===== src/rtl/mem_port_arbiter.sv =====
// Shares one single-ported, variable-latency memory between the fetch port and
// the data port. Data wins ties, a starvation guard forces fetch service, and a
// timeout aborts memory accesses that never get m_ready.
module mem_port_arbiter #(
  parameter int DATA_W     = 32,
  parameter int STARVE_MAX = 4,
  parameter int TIMEOUT    = 255
) (
  input  logic              clk,
  input  logic              rst,
  // data port
  input  logic              d_req,
  input  logic              d_we,
  input  logic [DATA_W-1:0] d_addr,
  input  logic [DATA_W-1:0] d_wdata,
  output logic              d_done,
  output logic [DATA_W-1:0] d_rdata,
  output logic              d_stall,
  // fetch port
  input  logic              i_req,
  input  logic [DATA_W-1:0] i_addr,
  output logic              i_done,
  output logic [DATA_W-1:0] i_rdata,
  output logic              i_stall,
  output logic              err,
  // memory port
  output logic              m_req,
  output logic              m_we,
  output logic [DATA_W-1:0] m_addr,
  output logic [DATA_W-1:0] m_wdata,
  input  logic              m_ready,
  input  logic [DATA_W-1:0] m_rdata,
  // FSM state for observation
  output logic [1:0]        dbg_state_o
);

  localparam int SW = (STARVE_MAX < 1) ? 1 : $clog2(STARVE_MAX + 1);
  localparam int TW = (TIMEOUT < 2) ? 1 : $clog2(TIMEOUT + 1);

  typedef enum logic [1:0] {
    IDLE   = 2'd0,
    BUSY_D = 2'd1,
    BUSY_I = 2'd2,
    RESP   = 2'd3
  } state_t;

  state_t            state_q;
  logic              m_req_q;
  logic              m_we_q;
  logic [DATA_W-1:0] m_addr_q;
  logic [DATA_W-1:0] m_wdata_q;
  logic              d_done_q;
  logic              i_done_q;
  logic              err_q;
  logic [DATA_W-1:0] d_rdata_q;
  logic [DATA_W-1:0] i_rdata_q;
  logic [SW-1:0]     starve_q;
  logic [TW-1:0]     tmo_q;

  logic grant_data_d;
  logic tmo_hit_d;

  // Data wins unless fetch is waiting and data has already had its fill.
  assign grant_data_d = d_req & (~i_req | (starve_q < SW'(STARVE_MAX)));
  assign tmo_hit_d    = (tmo_q == TW'(TIMEOUT - 1));

  // Memory handshake: m_req rises with m_addr/m_we/m_wdata and holds them
  // steady until the cycle m_ready is sampled high; that same cycle carries
  // m_rdata. m_ready outside an outstanding m_req is ignored.
  always_ff @(posedge clk) begin
    if (rst) begin
      state_q   <= IDLE;
      m_req_q   <= 1'b0;
      m_we_q    <= 1'b0;
      m_addr_q  <= '0;
      m_wdata_q <= '0;
      d_done_q  <= 1'b0;
      i_done_q  <= 1'b0;
      err_q     <= 1'b0;
      d_rdata_q <= '0;
      i_rdata_q <= '0;
      starve_q  <= '0;
      tmo_q     <= '0;
    end else begin
      d_done_q <= 1'b0;
      i_done_q <= 1'b0;
      err_q    <= 1'b0;
      case (state_q)
        IDLE: begin
          tmo_q <= '0;
          if (grant_data_d) begin
            state_q   <= BUSY_D;
            m_req_q   <= 1'b1;
            m_we_q    <= d_we;
            m_addr_q  <= d_addr;
            m_wdata_q <= d_wdata;
            if (i_req) begin
              if (starve_q != SW'(STARVE_MAX)) starve_q <= starve_q + 1'b1;
            end else begin
              starve_q <= '0;
            end
          end else if (i_req) begin
            state_q   <= BUSY_I;
            m_req_q   <= 1'b1;
            m_we_q    <= 1'b0;
            m_addr_q  <= i_addr;
            m_wdata_q <= '0;
            starve_q  <= '0;
          end else begin
            starve_q <= '0;
          end
        end
        BUSY_D, BUSY_I: begin
          if (m_ready) begin
            m_req_q <= 1'b0;
            state_q <= RESP;
            if (state_q == BUSY_D) begin
              d_done_q <= 1'b1;
              if (!m_we_q) d_rdata_q <= m_rdata;
            end else begin
              i_done_q  <= 1'b1;
              i_rdata_q <= m_rdata;
            end
          end else if (tmo_hit_d) begin
            // Abort: complete the access with err, read data left untouched.
            m_req_q <= 1'b0;
            state_q <= RESP;
            err_q   <= 1'b1;
            if (state_q == BUSY_D) d_done_q <= 1'b1;
            else                   i_done_q <= 1'b1;
          end else begin
            tmo_q <= tmo_q + 1'b1;
          end
        end
        RESP: begin
          state_q <= IDLE;
          tmo_q   <= '0;
        end
        default: state_q <= IDLE;
      endcase
    end
  end

  assign m_req       = m_req_q;
  assign m_we        = m_we_q;
  assign m_addr      = m_addr_q;
  assign m_wdata     = m_wdata_q;
  assign d_done      = d_done_q;
  assign i_done      = i_done_q;
  assign err         = err_q;
  assign d_rdata     = d_rdata_q;
  assign i_rdata     = i_rdata_q;
  assign d_stall     = d_req & ~d_done_q;
  assign i_stall     = i_req & ~i_done_q;
  assign dbg_state_o = state_q;

endmodule


===== config.mk =====
export PLATFORM = sky130hd
export DESIGN_NAME = mem_port_arbiter
export DESIGN_NICKNAME = d
export VERILOG_FILES = /design/src/rtl/mem_port_arbiter.sv
export SDC_FILE = /design/constraint.sdc
export NUM_CORES = 1
export LEC_CHECK = 0
export CORE_UTILIZATION = 35
export CTS_CLUSTER_DIAMETER = 150
export DETAILED_ROUTE_END_ITERATION = 6
export GPL_TIMING_DRIVEN = 0
export HOLD_SLACK_MARGIN = 0.1
export PLACE_DENSITY = 0.7
export SYNTH_ARGS = -nofsm -noshare
export SYNTH_HDL_FRONTEND = slang
export SYNTH_SLANG_ARGS = --single-unit
export TNS_END_PERCENT = 10

===== constraint.sdc =====
create_clock -name clk -period 3.7 [get_ports clk]
set_input_delay 0.74 -clock clk [delete_from_list [all_inputs] [get_ports clk]]
set_output_delay 0.74 -clock clk [all_outputs]
set_load 0.01 [all_outputs]

# Yosys cells after proc, flatten, opt, wreduce, memory -nomap -nowiden
# Index checks and enable logic that the tools add are counted.
# Widths: inputs -> output; s select.
# totals
regBits,146
latchBits,0
mem_bits_rw,0
mem_bits_ro,0
in_bits,134
output_inout_bits,137
memories,0
# op_classes
n_addsub,2
multipliers,0
n_div,0
n_lt_le_gt_ge,1
n_eq_ne,10
shifts,0
muxes,29
bitwise,10
reduce_logical,14
# ops
cell,count
$mux 32,4
$mux 8,2
$pmux 8 s2,1
$mux 1,13
$mux 3,3
$ne 3x3->1 const B,3
$add 8x1->8 const B,1
$eq 8x8->1 const B,1
$mux 2,4
$reduce_and 2->1,4
$not 1->1,6
$pmux 2 s3,1
$reduce_and 3->1,2
$reduce_or 2->1,3
$eq 2x2->1 const B,2
$ne 2x2->1 const B,2
$reduce_and 4->1,1
$reduce_bool 2->1,2
$add 3x1->3 const B,1
$and 1x1->1,3
$lt 3x3->1 const B,1
$ne 3x2->1 const B,1
$reduce_or 3->1,1
$eq 2x1->1 const B,1
3 further kinds,3

# Depth between registers and ports, before layout
# depth
depth_word,5
mapped_depth,8

# Least setup slack after synthesis
# No wires, ideal clock.
# synth_path
path_kind,reg-to-reg
start,register tmo_q[0]
end,register tmo_q[7]
t_arrival_ns,1.901
required_ns,3.629
slack_ns,1.729
stages_incl_launch_ff,8
cell_sequence,dfxtp_1 > inv_1 > ha_1 > and4_1 > buf_6 > or4b_4 > or3_1 > a21oi_1
# synth_via
elab_chain_cells,4
# synth_rtl
element,line_no,rtl
from (decl),58,logic [TW-1:0] tmo_q;
from (signal assigned),132,tmo_q <= tmo_q + 1'b1;
$add 8x1->8,132,
$mux 8,124,end else if (tmo_hit_d) begin
$mux 8,114,if (m_ready) begin
$pmux 8 s2,88,case (state_q)
# Parallel ways exist; a longest one is shown, timed or not. The select of a mux whose other input is x is not followed.
# A chain may end at the register's enable or synchronous reset.

# Final worst setup path
# layout_path
start,input port d_req
end,output port d_stall
# layout_via
elab_chain_cells,1
# layout_rtl
element,line_no,rtl
from (decl),12,"input logic d_req,"
$and 1x1->1,153,assign d_stall = d_req & ~d_done_q;
to (decl),18,"output logic d_stall,"
# Every way passes these cells.

==> flow_summary.toml <==
[power_and_ir_drop]
leakage_nw = 3.35
vdd.ir_drop.worst_v = 0.000319
power_density_normalized_to_cell_area_nw_per_um2 = 643

[detailed_routing]
antenna_violating_nets_post_route = 0
route.detailed.drc = 0
drt-wirelength-per-cell_um = 15.1
routed_wirelength_mm = 17.4
drt-pass1-iter-count = 4
detail_routed_via_count_per_cell = 4.75
num_vias = 5473
number_of_drc_markers_in_iteration_0 = 266

[timing]
slew_headroom = 0.582
fin_crit_ns = 2.86
setup_tns_final_ns = 0
worstMarginPinSlew_ns = 0.628
setup_repair_after_global_routing_missed_its_margin = "false"
postLayoutSetupSlackWorst_ns = 0.842
max_freq_ghz = 0.350
timing.final.max_slew_violations = 0
hold_viol = 0
fin_crit_sh = 0.773
clock_skew_ns = 0.00761
setup_viol = 0

[setup_path]
worst-endpoint-arrival_ns = 2.12
timing.critical_path.cells = "clkdlybuf4s50_1, nor2b_1, clkdlybuf4s50_1"
critical_path.max_fanout = 7
cp_delay_by_family_top = "buffers and inverters"
timing.critical_path.mode_cell = "sky130_fd_sc_hd__clkdlybuf4s50_1"
critPathLaunchType = "input port"
timing.critical_path.required_ns = 2.96
bufs_and_invs_on_worst_path = 2
worst-setup-path-type = "input port to primary output"
critical_path.slowest_cell = "sky130_fd_sc_hd__clkdlybuf4s50_1"
critical-path-max-stage-delay_ns = 0.67
category_of_the_worst_setup_path_capture_point = "primary output"

[synth]
yosysTopAreaCellShare = 0.528
synth_mux_area_frac = 0.0597
synth_async_sr_flop_share = 0
synth-warning-count = 0
synth.area.top_cells = "sky130_fd_sc_hd__dfxtp_1 (53%), sky130_fd_sc_hd__nand2_1 (9.2%), sky130_fd_sc_hd__a21oi_1 (6.3%), sky130_fd_sc_hd__mux2i_1 (6.0%), sky130_fd_sc_hd__nor2_1 (5.6%)"
yosys.cell_types.count = 36
netlist_instances = 640
syn_avg_cell_area_sq_um = 8.65
synth.cell_area_sq_um = 5540
synth_compound_area_frac = 0.169
count_of_flip_flops_with_a_built_in_enable_after_synthesis = 0
ys_seq_elements = 146
main_combinational_cell_family_by_area_after_synthesis = "simple AND/OR/NAND/NOR gates"
synth_fa_ha_area_frac = 0.0181
synthFlopType = "sky130_fd_sc_hd__dfxtp_1"
synth-seq-area-share = 0.528
synth_xor_area_frac = 0.00791
synth_net_count = 782
synth_simple_gate_area_share = 0.176
cell_taking_the_most_area_after_synthesis = "sky130_fd_sc_hd__dfxtp_1"

[global_routing]
global_route.usage.met1 = 0.252
overflow = 0
top_usage_layer_grt = "met2"
grt_pass1_vias = 5342
grt_max_degree = 17
antenna_found_initial = 0
groute.layer.met3.usage = 0.0730
grt_use_total = 0.216
wire_length_of_the_first_global_routing_pass_mm = 27.2
globalRouteMet2Util = 0.361

[placement]
routabilityCongestion = 0.765
buffer_ports.inserted = 270
worst_case_setup_slack_after_placement_ns = 0.812
dp_hpwl_mm = 13.0

[cts]
cts_buffers = 17
cts_max_level = 4
cts-root-to-sink-buffers = 2
worstSkewPairLatency_ns = 0.42
postCtsResizedCells = 0
clk_transition_reported_paths_ns = 0.06
root_buffer = "sky130_fd_sc_hd__clkbuf_16"
cts_tree = "built"
numClockSinks = 146
cts-hold-fix-buffers = 0
post-cts-setup-buffers = 0

[finish]
area.growth.synth_to_final_pct = 64.2
fillers = 1426
postLayoutCoreUtil = 0.594
multiInputGateArea_sq_um = 2390
layout-drive-gt1-share = 0.0425
mostFrequentLayoutCells = "sky130_fd_sc_hd__clkdlybuf4s50_1 (270), sky130_fd_sc_hd__dfxtp_1 (146), sky130_fd_sc_hd__nand2_1 (135)"
final_nets = 1071
layout.area.seq_sq_um = 2920
n_antenna_cell = 0
mostFrequentLayoutCell = "sky130_fd_sc_hd__clkdlybuf4s50_1"

[floorplanning]
floorplan.die_area_sq_um = 16300
rows = 45
initial_core_util = 0.362
die_h_um = 128
floorplan.core_area_sq_um = 15300
ios = 271
dieWidth_um = 128

[hold_path]
hold_path_class = "register to register"

[job]
timing.max_cap.violations = 0

[run_status]
run_status = "finished, final reports clean"
power by group:
group	internal, mW	switching (mW)
registers	1.90	0.181
logic	0.996	1.06
clock network	1.06	0.647
worst min-delay path, delay by kind of cell (launching register included):
| family | cells | cell delay [ns] |
|---|---|---|
| AOI/OAI and AO/OA | 1 | 0.05 |
| DFF | 1 | 0.31 |
| and+or+nand+nor | 1 | 0.05 |
layout make-up:
class	instances	share of cell area
clock inverter	8	0.0113
inverter	7	0.00289
buffer	49	0.0220
timing repair buffer	270	0.297
sequential	146	0.321
tap	211	0.0290
multi-input combinational	438	0.263
clock buffer	23	0.0537
metrics by stage:
stage | power [mW] | area (sq um) | instances | hold WS, ns
floorplan | 3.10 | 5540 | 640 | 0.449
CTS | 5.90 | 9090 | 1152 | 0.454
global placement | 4.16 | 8500 | 1121 | 0.442
finish | 5.85 | 9090 | 1152 | 0.453
global route | 6.20 | 9090 | 1152 | 0.470
detailed placement | 4.18 | 8500 | 1121 | 0.446
synth_stat cells, types with 2 or more instances:
| master | n |
|---|---|
| sky130_fd_sc_hd__dfxtp_1 | 146 |
| sky130_fd_sc_hd__nand2_1 | 135 |
| sky130_fd_sc_hd__nor2_1 | 83 |
| sky130_fd_sc_hd__a21oi_1 | 70 |
| sky130_fd_sc_hd__clkbuf_1 | 39 |
| sky130_fd_sc_hd__a211oi_1 | 35 |
| sky130_fd_sc_hd__a22oi_1 | 34 |
| sky130_fd_sc_hd__mux2i_1 | 33 |
| sky130_fd_sc_hd__ha_1 | 8 |
| sky130_fd_sc_hd__buf_2 | 7 |
| sky130_fd_sc_hd__inv_1 | 7 |
| sky130_fd_sc_hd__o21ai_0 | 5 |
| sky130_fd_sc_hd__nand3_1 | 4 |
| sky130_fd_sc_hd__nor3_1 | 4 |
| sky130_fd_sc_hd__xnor2_1 | 3 |
| sky130_fd_sc_hd__buf_1 | 2 |
| sky130_fd_sc_hd__nand2b_1 | 2 |
| sky130_fd_sc_hd__nand4_1 | 2 |
| sky130_fd_sc_hd__nor2b_1 | 2 |
| sky130_fd_sc_hd__or2_2 | 2 |
| sky130_fd_sc_hd__xor2_1 | 2 |
worst paths after layout:
path                               start  slack (ns)                  endpoint  cells past startpoint
min reg2reg     d_rdata[19]$_SDFFE_PP0P_        0.45  d_rdata[19]$_SDFFE_PP0P_                      2
min             d_rdata[19]$_SDFFE_PP0P_        0.45  d_rdata[19]$_SDFFE_PP0P_                      2
max                                d_req        0.84                   d_stall                      3
max reg2reg  dbg_state_o[1]$_SDFFE_PP0P_        1.55   m_addr[23]$_SDFFE_PP0P_                      8
kinds of logic after synthesis:
logic type,count (synthesis)
AND/OR/NAND/NOR,242
AO/OA/AOI/OAI,150
flip-flops,146
buffers and inverters,56
multiplexers,33
adder cells (fa/ha/maj),8
XOR/XNOR,5
state kept, by name (all words and copies together) (netlist names):
register	count
m_req	1
starve_q	3
d_done	1
d_rdata	32
i_rdata	32
m_wdata	32
tmo_q	8
i_done	1
dbg_state_o	2
m_addr	32
err	1
m_we	1
metal layers:
layer	wire, um	vias up
met3	1550	34
met2	8250	224
met4	476	0
met5	0	-
met1	7130	2461
li1	-	2754
No activity file was read; power rests on OpenSTA's default activity.
